===== config.mk =====
export PLATFORM = sky130hd
export DESIGN_NAME = inst_queue_flat
export DESIGN_NICKNAME = d
export VERILOG_FILES = /design/src/rtl/inst_queue_if.sv /design/src/rtl/inst_queue.sv /design/src/flat_wrapper.sv
export SDC_FILE = /design/constraint.sdc
export NUM_CORES = 1
export LEC_CHECK = 0
export BUFFER_PORTS_ARGS = -buffer_cell sky130_fd_sc_hd__buf_4
export CAP_MARGIN = 20
export CORE_AREA = 2 2 347 349
export DETAILED_ROUTE_END_ITERATION = 7
export DIE_AREA = 0 0 349 351
export SLEW_MARGIN = 15
export SYNTH_ARGS = -nofsm -noshare
export SYNTH_HDL_FRONTEND = slang
export SYNTH_SLANG_ARGS = --single-unit

===== constraint.sdc =====
create_clock -name clk_in -period 6.8 [get_ports clk_in]
set_input_delay 0.34 -clock clk_in [delete_from_list [all_inputs] [get_ports clk_in]]
set_output_delay 0.34 -clock clk_in [all_outputs]
set_load 0.1 [all_outputs]

===== src/rtl/inst_queue_if.sv =====
// Fetch/decode handshake bundle for the instruction queue.
// master = fetch/decoder side, slave = the queue itself.
interface inst_queue_if;
  logic        push_en;
  logic [31:0] push_inst;
  logic [31:0] push_pc;
  logic        IQ_isfull;
  logic        Get_Inst;
  logic [31:0] Inst_out;
  logic [31:0] pc_out;
  logic        en_out;
  logic        IQ_isempty;

  modport master (
    output push_en, push_inst, push_pc, Get_Inst,
    input  IQ_isfull, IQ_isempty, Inst_out, pc_out, en_out
  );

  modport slave (
    input  push_en, push_inst, push_pc, Get_Inst,
    output IQ_isfull, IQ_isempty, Inst_out, pc_out, en_out
  );
endinterface


===== src/rtl/inst_queue.sv =====
// Circular {instruction, pc} FIFO between fetch and decode, flushed by clear.
// Optional empty-queue bypass enabled by defining IQ_BYPASS_EN.
module inst_queue #(
  parameter int unsigned DEPTH  = 16,
  parameter int unsigned ADDR_W = 4
) (
  input  logic         clk_in,
  input  logic         rst_in,
  input  logic         rdy_in,
  input  logic         clear,
  inst_queue_if.slave  iq
);

  localparam logic [ADDR_W:0] FULL_CNT = (ADDR_W+1)'(DEPTH);

  logic [31:0]     inst_mem [DEPTH];
  logic [31:0]     pc_mem   [DEPTH];
  logic [ADDR_W-1:0] head;
  logic [ADDR_W-1:0] tail;
  logic [ADDR_W:0]   count;
  logic [31:0]     inst_q;
  logic [31:0]     pc_q;
  logic            en_q;

  logic full;
  logic empty;
  logic push_ok;
  logic pop_ok;
  logic bypass;
  logic wr_en;

  assign full    = (count == FULL_CNT);
  assign empty   = (count == '0);
  assign push_ok = iq.push_en && !full;
  assign pop_ok  = iq.Get_Inst && !empty;

`ifdef IQ_BYPASS_EN
  assign bypass = empty && iq.push_en && iq.Get_Inst;
`else
  assign bypass = 1'b0;
`endif

  // A bypassed pair is handed straight to the decoder and never stored.
  assign wr_en = rdy_in && !clear && push_ok && !bypass;

  always_ff @(posedge clk_in) begin
    if (wr_en) begin
      inst_mem[tail] <= iq.push_inst;
      pc_mem[tail]   <= iq.push_pc;
    end
  end

  always_ff @(posedge clk_in or negedge rst_in) begin
    if (!rst_in) begin
      head   <= '0;
      tail   <= '0;
      count  <= '0;
      inst_q <= '0;
      pc_q   <= '0;
      en_q   <= 1'b0;
    end else if (clear) begin
      head  <= '0;
      tail  <= '0;
      count <= '0;
      en_q  <= 1'b0;
    end else if (rdy_in) begin
      if (bypass) begin
        inst_q <= iq.push_inst;
        pc_q   <= iq.push_pc;
        en_q   <= 1'b1;
      end else begin
        if (push_ok) begin
          tail <= tail + ADDR_W'(1);
        end
        if (pop_ok) begin
          inst_q <= inst_mem[head];
          pc_q   <= pc_mem[head];
          head   <= head + ADDR_W'(1);
          en_q   <= 1'b1;
        end else begin
          en_q <= 1'b0;
        end
        unique case ({push_ok, pop_ok})
          2'b10:   count <= count + (ADDR_W+1)'(1);
          2'b01:   count <= count - (ADDR_W+1)'(1);
          default: count <= count;
        endcase
      end
    end
  end

  assign iq.IQ_isfull  = full;
  assign iq.IQ_isempty = empty;
  assign iq.Inst_out   = inst_q;
  assign iq.pc_out     = pc_q;
  assign iq.en_out     = en_q;

endmodule


===== src/flat_wrapper.sv =====
// flat-port wrapper written by rule: the top's interface ports become plain ports
module inst_queue_flat 
#(
  parameter int unsigned DEPTH  = 16,
  parameter int unsigned ADDR_W = 4
)
  (clk_in, rst_in, rdy_in, clear, iq_push_en, iq_push_inst, iq_push_pc, iq_Get_Inst, iq_IQ_isfull, iq_IQ_isempty, iq_Inst_out, iq_pc_out, iq_en_out);
  inst_queue_if iq_i ();
  input  logic clk_in;
  input  logic rst_in;
  input  logic rdy_in;
  input  logic clear;
  input wire logic [$bits(iq_i.push_en)-1:0] iq_push_en;
  input wire logic [$bits(iq_i.push_inst)-1:0] iq_push_inst;
  input wire logic [$bits(iq_i.push_pc)-1:0] iq_push_pc;
  input wire logic [$bits(iq_i.Get_Inst)-1:0] iq_Get_Inst;
  output wire logic [$bits(iq_i.IQ_isfull)-1:0] iq_IQ_isfull;
  output wire logic [$bits(iq_i.IQ_isempty)-1:0] iq_IQ_isempty;
  output wire logic [$bits(iq_i.Inst_out)-1:0] iq_Inst_out;
  output wire logic [$bits(iq_i.pc_out)-1:0] iq_pc_out;
  output wire logic [$bits(iq_i.en_out)-1:0] iq_en_out;
  assign iq_i.push_en = iq_push_en;
  assign iq_i.push_inst = iq_push_inst;
  assign iq_i.push_pc = iq_push_pc;
  assign iq_i.Get_Inst = iq_Get_Inst;
  assign iq_IQ_isfull = iq_i.IQ_isfull;
  assign iq_IQ_isempty = iq_i.IQ_isempty;
  assign iq_Inst_out = iq_i.Inst_out;
  assign iq_pc_out = iq_i.pc_out;
  assign iq_en_out = iq_i.en_out;
  inst_queue #(.DEPTH(DEPTH), .ADDR_W(ADDR_W)) u_core (.clk_in(clk_in), .rst_in(rst_in), .rdy_in(rdy_in), .clear(clear), .iq(iq_i));
endmodule

Word-level counts from Yosys, hierarchy flattened
Memories as Yosys holds them, arrays and structs flattened. A register that Yosys moved wholly into a read port is not among the register bits.
Cells that the tools add are included.
Storage, ports and cells
  bits in writable memories: 1024
  output and inout bits: 67
  register bits: 14
  logic and storage cells: 46
  memories: 2
Operators by class
  multiplexer cells: 14
  eq/ne operators: 3
  bitwise logic cells: 1
  add/subtract/negate cells: 4
  reduce and logical (&&, ||, !) cells: 18
Memory list
  u_core.inst_mem: depth 16, bits a word 32, read ports 1, clocked after memory_dff 1, wr ports 1, line inst_queue.sv:16  | logic [31:0] inst_mem [DEPTH];
  u_core.pc_mem: depth 16, bits a word 32, read ports 1, clocked after memory_dff 1, wr ports 1, line inst_queue.sv:17  | logic [31:0] pc_mem [DEPTH];
Operator list (number)
  4-bit 2-to-1 mux: 6
  5-bit 2-to-1 mux: 2
  5-bit case mux with 2 select lines: 1
  4-bit by 1-bit adder with 4-bit output, second input constant: 2
  2-bit AND reduction: 3
  2-bit nonzero test: 3
  5-bit by 1-bit adder with 5-bit output, second input constant: 1
  5-bit equality test, second input constant: 1
  1-bit logical NOT: 5
  5-bit logical NOT: 1
  1-bit 2-to-1 mux: 5
  5-bit by 1-bit subtractor with 5-bit output, second input constant: 1
  1-bit logical AND: 4
  3-bit AND reduction: 1
  3-bit nonzero test: 1
  2-bit by 1-bit equality test with 1-bit output, second input constant: 1
  2-bit equality test, second input constant: 1
  1-bit inverter: 1

Depth between registers and ports, before layout
  depth in word-level cells: 7
  mapped depth: 10
  depth with buffers taken out: 9

Worst setup path after synthesis
OpenSTA, ideal clock, no wires.
  path kind: register to register
  start: reg u_core.count[1]
  end: mem u_core.inst_mem[3][0] (enable)
  library setup time: 0.565 ns
  buffers on the path: 1
  path slack: 0.200 ns
  stages on the path, launching flop included: 7
  data arrival time: 6.035 ns
  path through: dfrtp_1 -> or4_1 -> buf_2 -> nor2_1 -> nor3_1 -> nand2_1 -> nor3_1
Between the ends
  longest elaborated chain between the ends: 6
RTL lines
  start, declared: line inst_queue.sv:20  | logic [ADDR_W:0] count;
  start signal, assigned: line inst_queue.sv:84  | 2'b10: count <= count + (ADDR_W+1)'(1);
  start signal, assigned: line inst_queue.sv:85  | 2'b01: count <= count - (ADDR_W+1)'(1);
  start signal, assigned: line inst_queue.sv:86  | default: count <= count;
  5-bit equality test: line inst_queue.sv:32  | assign full = (count == FULL_CNT);
  named net iq_IQ_isfull: line flat_wrapper.sv:17  | output wire logic [$bits(iq_i.IQ_isfull)-1:0] iq_IQ_isfull;
  1-bit logical NOT: line inst_queue.sv:34  | assign push_ok = iq.push_en && !full;
  1-bit logical AND: line inst_queue.sv:34
  1-bit logical AND: line inst_queue.sv:44  | assign wr_en = rdy_in && !clear && push_ok && !bypass;
  1-bit 2-to-1 mux: line inst_queue.sv:47  | if (wr_en) begin
  1-bit 2-to-1 mux (implied by the code): line inst_queue.sv:48  | inst_mem[tail] <= iq.push_inst;
  end, declared: line inst_queue.sv:16
The timed path passes the listed nets, and every way through them passes these cells.

Final worst setup path
  start: reg u_core.count[1]
  end: mem u_core.pc_mem[8][1] (enable)
Between the ends
  longest elaborated chain between the ends: 6
RTL lines
  5-bit equality test: line inst_queue.sv:32
  1-bit logical NOT: line inst_queue.sv:34
  1-bit logical AND: line inst_queue.sv:34
  1-bit logical AND: line inst_queue.sv:44
  1-bit 2-to-1 mux: line inst_queue.sv:47
  1-bit 2-to-1 mux (implied by the code): line inst_queue.sv:49  | pc_mem[tail] <= iq.push_pc;
  end, declared: line inst_queue.sv:17
Every way passes these cells.

==> impl_metrics.yaml <==
status:
  outcome: "finished clean"
route:
  first_iter_violations: 1834
  vias: 19600
  wl_per_cell_um: 25.5
  firstDrtPassIters: 5
  drtAntennaViolNets: 0
  wl_um: 95000
  vias_per_cell: 5.27
  drc_errors: 0
worst_hold_path:
  min_path_type: "input port to flip-flop"
  hp-start: "iq_Get_Inst"
die:
  fp.coreArea_um2: 119000
  die_y_um: 351
  die_w_um: 349
  num_rows: 127
  ios: 137
  initial_core_util: 0.348
  die_area_um2: 122000
finish:
  drive_above_1_share: 0.321
  regArea_um2: 32700
  finish.net_count: 2153
  fin_area_um2: 48800
  multi_input_area_um2: 8370
  area_delta_synth_final_pct: 18.0
  n_fill_cell: 10300
timing:
  tns_ps: 0
  maxSlewHeadroom: 0.261
  tightestPinTransition_ps: 1110
  max_freq_ghz: 0.241
  final_max_slew_viol_count: 0
  hold-worst-slack_ps: 190
  rsz0062_at_grt: "false"
  setup_violations: 0
  finClkSkew_ps: 27.2
  period_share: 0.610
  min_period_ps: 4150
  finalHoldViolations: 0
critical_path:
  cp_slowest_cell: "nor2_4"
  reg2reg_to: "u_core.pc_mem[8][1]"
  reg2reg_from: "u_core.count[1]"
  crit_path_max_incr_delay_ps: 860
  critical_path.cell_chain: "or4_1 -> nor2_1 -> nor3_1 -> nand2_1 -> nor2_4 -> buf_4"
  worstSetupStartpoint: "u_core.count[1]"
  path_depth: 6
  crit_family: "simple AND/OR/NAND/NOR gates"
  cp_num_buf_inv: 1
  critPathLaunchType: "flip-flop"
  cp_data_arrival_time_ps: 4450
  rr_worst_depth: 6
  regToRegSetupSlack_ps: 2650
  crit_end: "u_core.pc_mem[8][1]"
  path_max_fanout: 42
  end_kind: "flip-flop"
  critical_path_class: "flip-flop to flip-flop"
  required_ps: 7090
synthesis:
  synth_area_um2: 41400
  ys_seq_area_frac: 0.790
  synthesis.instances: 1823
  synth.distinct_cells: 34
  ys_ff_latch: 1102
  synthesis.nets: 1900
  synthArstFlopShare: 0.0708
  synth_ff_type: "edfxtp_1"
  synth_warnings: 0
  synth.avg_cell_area_um2: 22.7
  synth_edf_count: 1024
global_route:
  grt_overflow_total: 0
  grt_max_degree: 141
  antenna_found_initial: 7
  grt_usage: 0.156
  grt_pass1_vias: 21000
  grt_pass1_wl_um: 141000
pwr:
  finalPower_mw: 16.4
  p_leak_nw: 15.2
  p_per_area_nw_per_um2: 337
  ir_drop_uv: 237
run:
  cap_violations: 0
place:
  dpl_cell_area_um2: 44400
  numPortBuffers: 136
  gp_congestion: 0.731
  dp_hpwl_um: 49600
clock_network:
  h-tree-depth: 3
  clockRootBuffer: "clkbuf_16"
  clk_pin_slew_ps: 60
  cts.sinks: 1102
  clkLatencyLatePin_ps: 690
  cts_tree: "yes"
  post-cts-setup-buffers: 0
  cts_buffers: 111
  cts_resized: 0
  clock_path_buffers: 3
  holdBufCountCts: 68
## cells in the mapped netlist, types with 3 or more instances
library cell  number  share of area
edfxtp_1        1024           0.74
mux4_2           256           0.14
o22ai_1          128          0.019
dfrtp_1           78          0.047
a21oi_1           73         0.0088
clkbuf_1          72         0.0065
mux2_2            64          0.017
buf_2             27         0.0033
nor2_1            26         0.0024
nand2_1           15         0.0014
ha_1               7         0.0021
nand2b_1           6        0.00091
nor3_1             5        0.00060
xor2_1             5         0.0011
buf_1              4        0.00036
inv_1              4        0.00036
o21ai_0            4        0.00048
mux2i_1            3        0.00073
or3_1              3        0.00045
xnor2_1            3        0.00064
## flip-flops by register name, indices dropped and copies added, names as in the netlist
signal and flops:
u_core.iq.Inst_out 32, u_core.count 5, u_core.inst_mem 512, u_core.iq.pc_out 32
u_core.head 4, u_core.iq.en_out 1, u_core.pc_mem 512, u_core.tail 4
## through the flow
| stage | instances | setup WS (ps) | utilization |
|---|---|---|---|
| final | 3724 | 2650 | 0.410 |
| after global routing | 3724 | 2350 | 0.410 |
| after CTS | 3722 | 2700 | 0.410 |
| after detailed placement | 3442 | 2730 | 0.373 |
| after global placement | 3441 | 2770 | 0.373 |
| after floorplan | 1823 | 200 | - |
## logic make-up after synthesis
family | share of synthesized area
muxes | 0.158
adders and majority gates | 0.00212
DFF | 0.790
buffers and inverters | 0.0107
xor gates and xnor gates | 0.00169
AOI/OAI and AO/OA | 0.0302
and+or+nand+nor | 0.00689
## final cells by class
cell class | instances | area share
diodes | 1 | 0.0000513
clock buffers | 140 | 0.0612
clock inverters | 72 | 0.0149
inverters | 4 | 0.000308
multi-input cells | 613 | 0.172
flip-flops and latches | 1102 | 0.670
well taps | 1548 | 0.0397
repair buffers | 244 | 0.0423
## worst min-delay path, stage by stage
cell and delay (ps):
buf_4 120, o211ai_4 140, mux2i_1 170, nor2_1 50
## worst min-delay path by stage
| stage | slack (ps) | to | cells after the start |
|---|---|---|---|
| detailed placement | 500 | u_core.iq.pc_out[3] | 1 |
| CTS | 130 | u_core.count[1] | 4 |
| floorplan | 40 | u_core.count[0] | 0 |
| finish | 190 | u_core.count[1] | 4 |
| global placement | 490 | u_core.iq.pc_out[1] | 1 |
| global route | 200 | u_core.count[1] | 4 |
## cells in the final DEF, fill, tap and decap left out, types with 2 or more instances in the layout
cell type,count
edfxtp_1,1024
mux4_2,256
buf_4,172
o22ai_1,128
clkbuf_16,112
dfrtp_1,75
a21oi_1,73
dlygate4sd3_1,68
mux2_2,64
clkinv_2,29
clkbuf_1,20
clkinv_1,18
nand2_1,14
nor2_1,14
nor2_4,12
bufinv_16,12
clkbuf_8,8
ha_1,7
nand2b_1,5
xor2_1,5
clkinv_8,5
inv_1,4
nor3_2,4
o21ai_0,4
clkinv_4,4
xnor2_1,3
mux2i_1,3
or3_1,3
dfrtp_4,3
nand3_1,2
inv_6,2
buf_16,2
buf_12,2
## metal layers
metal | vias to the layer above | global-route usage | part of all wire
met3 | 146 | 0.0267 | 0.057
met1 | 10600 | 0.206 | 0.41
met5 | - | 0 | 0.00053
li1 | 8292 | - | -
met4 | 8 | 0.0391 | 0.022
met2 | 587 | 0.267 | 0.51
## power breakdown
group	switching, mW	leakage [nW]	internal, mW
logic	1.93	3.25	0.535
registers	0.239	10.1	7.63
clock network	2.53	1.84	3.58
(Power assumes the default switching activity.)
